**config.mk**
```make
export PLATFORM = sky130hd
export DESIGN_NAME = remote_arm_sequencer
export DESIGN_NICKNAME = d
export VERILOG_FILES = /design/src/rtl/remote_pkg.sv /design/src/rtl/channel_slew.sv /design/src/rtl/remote_arm_sequencer.sv
export SDC_FILE = /design/constraint.sdc
export NUM_CORES = 1
export LEC_CHECK = 0
export ABC_AREA = 1
export ABC_CLOCK_PERIOD_IN_PS = 4150
export CORE_MARGIN = 4
export CORE_UTILIZATION = 55
export CTS_BUF_LIST = sky130_fd_sc_hd__clkbuf_2
export DETAILED_ROUTE_END_ITERATION = 8
export PLACE_DENSITY = 0.86
export SLEW_MARGIN = 20
export SYNTH_ARGS = -nofsm -noshare
export SYNTH_HDL_FRONTEND = slang
export SYNTH_HIERARCHICAL = 1
export SYNTH_SLANG_ARGS = --single-unit
```
**constraint.sdc**
```tcl
create_clock -name clock -period 4.15 [get_ports clock]
set_clock_uncertainty 0.05 [all_clocks]
set_input_delay 0.6225 -clock clock [delete_from_list [all_inputs] [get_ports clock]]
set_output_delay 0.6225 -clock clock [all_outputs]
set_load 0.02 [all_outputs]
```
**src/rtl/remote_pkg.sv**
```systemverilog
// remote_pkg: shared definitions for the remote arming sequencer.
//   state_t    - sequencer FSM states
//   min_val    - lowest channel value for a given width
//   mid_val    - centre channel value for a given width
//   max_val    - highest channel value for a given width
//   safe_vec   - packed SAFE vector (throttle MIN, all others MID)
package remote_pkg;

   typedef enum logic [2:0] {
      ST_IDLE    = 3'd0,
      ST_SETTLE  = 3'd1,
      ST_ARM     = 3'd2,
      ST_RELEASE = 3'd3,
      ST_READY   = 3'd4
   } state_t;

   // Upper bound on NUM_CH*WIDTH; callers slice the low bits they need.
   localparam int VEC_BITS = 1024;

   function automatic logic [31:0] max_val(int width);
      return (width >= 32) ? 32'hFFFF_FFFF : ((32'd1 << width) - 32'd1);
   endfunction

   // All-zero bits of a WIDTH-wide value.
   function automatic logic [31:0] min_val(int width);
      return max_val(width) & 32'h0;
   endfunction

   function automatic logic [31:0] mid_val(int width);
      return 32'd1 << (width - 1);
   endfunction

   function automatic logic [VEC_BITS-1:0] safe_vec(int num_ch, int width, int thr_ch);
      logic [VEC_BITS-1:0] v;
      logic [31:0]         mid;
      logic [31:0]         lo;
      v   = '0;
      mid = mid_val(width);
      lo  = min_val(width);
      for (int k = 0; k < num_ch; k++)
         for (int b = 0; b < width; b++)
            v[k*width + b] = (k == thr_ch) ? lo[b] : mid[b];
      return v;
   endfunction

endpackage

```
**src/rtl/channel_slew.sv**
```systemverilog
// channel_slew: one registered channel value with slew-limited tracking.
//   clock, reset - clock and synchronous active-high reset (out <= RST_VAL)
//   load         - priority load, out <= load_val
//   load_val     - value for load
//   enable       - step out toward target by at most SLEW (0 = no limit)
//   target       - commanded value
//   out          - registered channel value
module channel_slew #(
   parameter int                WIDTH   = 8,
   parameter int                SLEW    = 4,
   parameter logic [WIDTH-1:0]  RST_VAL = '0
) (
   input  logic             clock,
   input  logic             reset,
   input  logic             load,
   input  logic [WIDTH-1:0] load_val,
   input  logic             enable,
   input  logic [WIDTH-1:0] target,
   output logic [WIDTH-1:0] out
);

   // A slew at least as large as the full range never limits; treat it as 0.
   localparam int               SLEW_CAP = (SLEW > (2**WIDTH - 1)) ? 0 : SLEW;
   localparam logic [WIDTH-1:0] SLEW_V   = WIDTH'(SLEW_CAP);

   logic             up;
   logic [WIDTH-1:0] diff;
   logic [WIDTH-1:0] step;

   // Step is clamped at the remaining distance, so out never passes target.
   always_comb begin
      up   = target > out;
      diff = up ? (target - out) : (out - target);
      step = (SLEW_CAP == 0 || diff <= SLEW_V) ? diff : SLEW_V;
   end

   always_ff @(posedge clock) begin
      if (reset)       out <= RST_VAL;
      else if (load)   out <= load_val;
      else if (enable) out <= up ? (out + step) : (out - step);
   end

endmodule

```
**src/rtl/remote_arm_sequencer.sv**
```systemverilog
// remote_arm_sequencer: arms an RC remote (settle, arm stick, release) and
// then passes slew-limited gesture commands through to the channels.
//   clock, reset - clock, synchronous active-high reset
//   on_state     - level request to arm and fly; low aborts to SAFE
//   cmd_in       - NUM_CH packed commands, channel k at [k*WIDTH +: WIDTH]
//   ch_out       - registered channel values, same packing
//   armed        - high in READY
//   busy         - high in SETTLE, ARM, RELEASE
module remote_arm_sequencer
   import remote_pkg::*;
#(
   parameter int NUM_CH      = 4,
   parameter int WIDTH       = 8,
   parameter int THR_CH      = 0,
   parameter int YAW_CH      = 3,
   parameter int HOLD_CYCLES = 10,
   parameter int ARM_CYCLES  = 20,
   parameter int SLEW        = 4
) (
   input  logic                    clock,
   input  logic                    reset,
   input  logic                    on_state,
   input  logic [NUM_CH*WIDTH-1:0] cmd_in,
   output logic [NUM_CH*WIDTH-1:0] ch_out,
   output logic                    armed,
   output logic                    busy
);

   localparam int VW      = NUM_CH * WIDTH;
   localparam int DUR_MAX = (HOLD_CYCLES > ARM_CYCLES) ? HOLD_CYCLES : ARM_CYCLES;
   localparam int TW      = (DUR_MAX > 1) ? $clog2(DUR_MAX) : 1;

   localparam logic [VEC_BITS-1:0] SAFE_FULL = safe_vec(NUM_CH, WIDTH, THR_CH);
   localparam logic [VW-1:0]       SAFE_V    = SAFE_FULL[VW-1:0];
   localparam logic [31:0]         MAX_FULL  = max_val(WIDTH);
   localparam logic [WIDTH-1:0]    MAX_V     = MAX_FULL[WIDTH-1:0];
   localparam logic [TW-1:0]       HOLD_LAST = TW'(HOLD_CYCLES - 1);
   localparam logic [TW-1:0]       ARM_LAST  = TW'(ARM_CYCLES - 1);

   state_t                        state, next_state;
   logic [TW-1:0]                 timer;
   logic [VW-1:0]                 load_val;
   logic                          load;
   logic                          enable;
   logic [NUM_CH-1:0][WIDTH-1:0]  ch_q;

   // Abort (on_state low) takes precedence over dwell expiry.
   always_comb begin
      next_state = state;
      case (state)
         ST_IDLE:    if (on_state) next_state = ST_SETTLE;
         ST_SETTLE:  if (!on_state) next_state = ST_IDLE;
                     else if (timer == HOLD_LAST) next_state = ST_ARM;
         ST_ARM:     if (!on_state) next_state = ST_IDLE;
                     else if (timer == ARM_LAST) next_state = ST_RELEASE;
         ST_RELEASE: if (!on_state) next_state = ST_IDLE;
                     else if (timer == HOLD_LAST) next_state = ST_READY;
         ST_READY:   if (!on_state) next_state = ST_IDLE;
         default:    next_state = ST_IDLE;
      endcase
   end

   // Channel values are loaded from the next state so ch_out lines up with
   // the registered state. READY entry also loads SAFE; slewing starts the
   // cycle after.
   always_comb begin
      load_val = SAFE_V;
      if (next_state == ST_ARM) load_val[YAW_CH*WIDTH +: WIDTH] = MAX_V;
   end

   assign load   = (state != ST_READY) || (next_state != ST_READY);
   assign enable = !load;

   always_ff @(posedge clock) begin
      if (reset) begin
         state <= ST_IDLE;
         timer <= '0;
         armed <= 1'b0;
         busy  <= 1'b0;
      end else begin
         state <= next_state;
         if (next_state != state || state == ST_IDLE || state == ST_READY)
            timer <= '0;
         else
            timer <= timer + TW'(1);
         armed <= (next_state == ST_READY);
         busy  <= (next_state == ST_SETTLE) || (next_state == ST_ARM) ||
                  (next_state == ST_RELEASE);
      end
   end

   for (genvar k = 0; k < NUM_CH; k++) begin : g_ch
      channel_slew #(
         .WIDTH   (WIDTH),
         .SLEW    (SLEW),
         .RST_VAL (SAFE_V[k*WIDTH +: WIDTH])
      ) u_slew (
         .clock    (clock),
         .reset    (reset),
         .load     (load),
         .load_val (load_val[k*WIDTH +: WIDTH]),
         .enable   (enable),
         .target   (cmd_in[k*WIDTH +: WIDTH]),
         .out      (ch_q[k])
      );
   end

   assign ch_out = ch_q;

endmodule

```
==> impl_metrics.yaml <==
global_route:
  grt_max_degree: 25
  track_usage_pct: 28.9
  grt_pass1_wl_um: 36800
  grt_pass1_vias: 8606
  grt_overflow: 0
  antenna_found_initial: 0
placed_design:
  dp_hpwl_um: 15900
  place.gp.congestion: 0.992
  port_buffers: 68
timing:
  drv_slew: 0
  layout_min_cycle_time_ns: 4.50
  setup_tns_ns: -0.866
  hold_viol_final: 0
  setup_viol: 8
  setup_slack_ns: -0.349
  tightest_slew_ns: 1.25
  slew_headroom_pct: 16.1
  fmax_ghz: 0.222
  rsz0062_at_grt: "true"
  fin_crit_sh_pct: 108
pwr:
  p_switching_mw: 1.05
  power_leakage_nw: 5.90
  peakVddDrop_mv: 0.143
  clkPwrFrac_pct: 11.3
  pwr-share-comb_pct: 69.4
  pwr-share-seq_pct: 19.3
  power_density_mw_per_mm2: 205
  swShare_pct: 45.6
  internal_power_mw: 1.26
final_layout:
  post-route-util_pct: 87.9
  fill_cells: 652
  multiInputGateArea_mm2: 0.00648
  num-nets-final: 1709
  final_common_cell: "nand2_1"
  ff_latch_area_um2: 892
  layout_common_cells: "346 x nand2_1, 244 x buf_4, 208 x inv_1"
  areaGrowthSynthToFinish_pct: 53.4
  antenna_cells: 0
  drive_gt1_share_pct: 37.6
setup_path:
  cp_slowest_stage_delay_ns: 0.43
  crit_arrival_ns: 4.84
  crit_fanout: 3
  worstSetupStartpointType: "register"
  cp_slowest_cell: "dfxtp_4"
  endpoint_kind: "register"
  crit_path_frequent_cell: "nand2_1"
  path_class: "reg -> reg"
  required_ns: 4.49
synth:
  synth_area_per_cell_um2: 5.94
  synth_ff_type: "dfxtp_1"
  synth_edf_count: 0
  synth-seq-area-share_pct: 11.4
  yosysWarningCount: 6
  syn_area_mm2: 0.00734
  synthArstFlopShare_pct: 0
  synth_cell_types: 39
  synth_cells: 1236
  ys_seq_elements: 42
outcome:
  violations: "setup timing"
  status: "complete, but fails checks"
die:
  start_util_pct: 57.3
  row_count: 41
  fp.coreArea_mm2: 0.0128
  die_h_um: 124
  die-area_mm2: 0.0153
  die_x_um: 124
  io_pins: 69
drt:
  ant_nets: 0
  wl_per_cell_um: 17.0
  wirelength_um: 29600
  viasPerCell: 5.79
  firstDrtPassIters: 8
  post-route-drc-count: 0
  drt_iter0_markers: 1252
  vias: 10100
clocking:
  clkTransAtPathRegs_ns: 0.25
  cts_buffers: 5
  cts_tree: "yes"
  clock_path_buffers: 2
  clock-sinks: 42
  clk_latency_ns: 0.44
  root_buffer: "clkbuf_2"
  cts.htree.levels: 2
job:
  maxCapViolations: 0
min_path:
  min_path_type: "reg -> reg"
==> what timing repair did <==
| action | 4_1_cts | 5_1_grt |
|---|---|---|
| gates cloned | 0 | 0 |
| buffers inserted | 38 | 23 |
| hold buffers | 0 | 0 |
| endpoints found under the setup margin | 19 | 23 |
| hold endpoints to repair | 0 | 0 |
| pin swaps | 66 | 136 |
| resized for setup | 87 | 237 |
==> final cells by class <==
type	count	area share, %
clock buffers	6	0.266
well taps	172	1.91
clock inverters	2	0.333
inverters	269	9.02
repair buffers	317	23.0
multi-input cells	933	57.5
flip-flops and latches	42	7.92
==> cells in the mapped netlist, types with 14 or more instances <==
master	count	area, µm²
inv_2	18	67.6
nand2_2	23	144
o21ai_0	17	85.1
nand3_1	98	490
xor2_1	20	175
nand4_1	24	150
a31oi_1	14	87.6
nand2_1	399	1500
inv_1	248	931
a21oi_1	55	275
nor2_2	19	119
xnor2_1	17	149
ha_1	94	1180
dfxtp_1	42	841
nor2_1	52	195
==> state kept, by name (all words and copies together) (netlist names) <==
register         cells
g_ch.u_slew/out     32
busy                 1
armed                1
timer                5
state                3
==> final timing paths <==
kind | startpoint | endpoint | slack, ns | depth (start not counted)
worst max-delay path | g_ch[3].u_slew/out[0] | g_ch[3].u_slew/out[6] | -0.35 | 28
worst min-delay path | timer[0] | timer[0] | 0.46 | 1
worst max register to register | g_ch[3].u_slew/out[0] | g_ch[3].u_slew/out[6] | -0.35 | 28
worst min register to register | timer[0] | timer[0] | 0.46 | 1
==> layer usage <==
metal / vias to the layer above / track usage [%] / wire (µm)
met2: 794 / 53.2 / 13900
met4: 0 / 12.0 / 2440
met3: 316 / 3.48 / 2680
li1: 4485 / - / -
met1: 4494 / 33.7 / 10600
met5: - / 0 / 0
==> per-stage QoR <==
stage          hold WS, ns  total power, mW  cell area [µm²]  std cells  setup slack (ns)
2_1_floorplan        0.393             1.19             7460       1259           0.00499
3_3_place_gp         0.410             1.61             9630       1672            -0.618
3_5_place_dp         0.416             1.64             9630       1672            -0.761
4_1_cts              0.461             2.01            10300       1718           -0.0136
5_1_grt              0.478             2.42            11300       1741            -0.434
6_report             0.459             2.31            11300       1741            -0.349
==> cell families after synthesis <==
logic type | Yosys count | share of synthesized area [%]
fa+ha+maj | 106 | 19.3
simple gates | 650 | 39.6
xor+xnor | 37 | 4.41
compound gates | 115 | 9.47
buf+inv | 284 | 15.7
other cells | 2 | 0.102
flops | 42 | 11.4
==> worst max-delay path, delay by kind of cell, from the launching register on <==
kind	cells	cell delay (ns)
buffers and inverters	3	0.20
AOI/OAI and AO/OA	5	0.89
xor gates and xnor gates	1	0.18
DFF	1	0.43
adders and majority gates	4	1.26
and+or+nand+nor	15	1.42
==> power by group through the flow <==
stage	Combinational (mW)	Sequential, mW	Clock, mW
after global placement	1.16	0.448	0
final	1.60	0.445	0.261
after CTS	1.31	0.443	0.259
after floorplan	0.727	0.459	0
after global routing	1.70	0.447	0.276
after detailed placement	1.20	0.448	0
No activity file was read; power rests on OpenSTA's default activity.
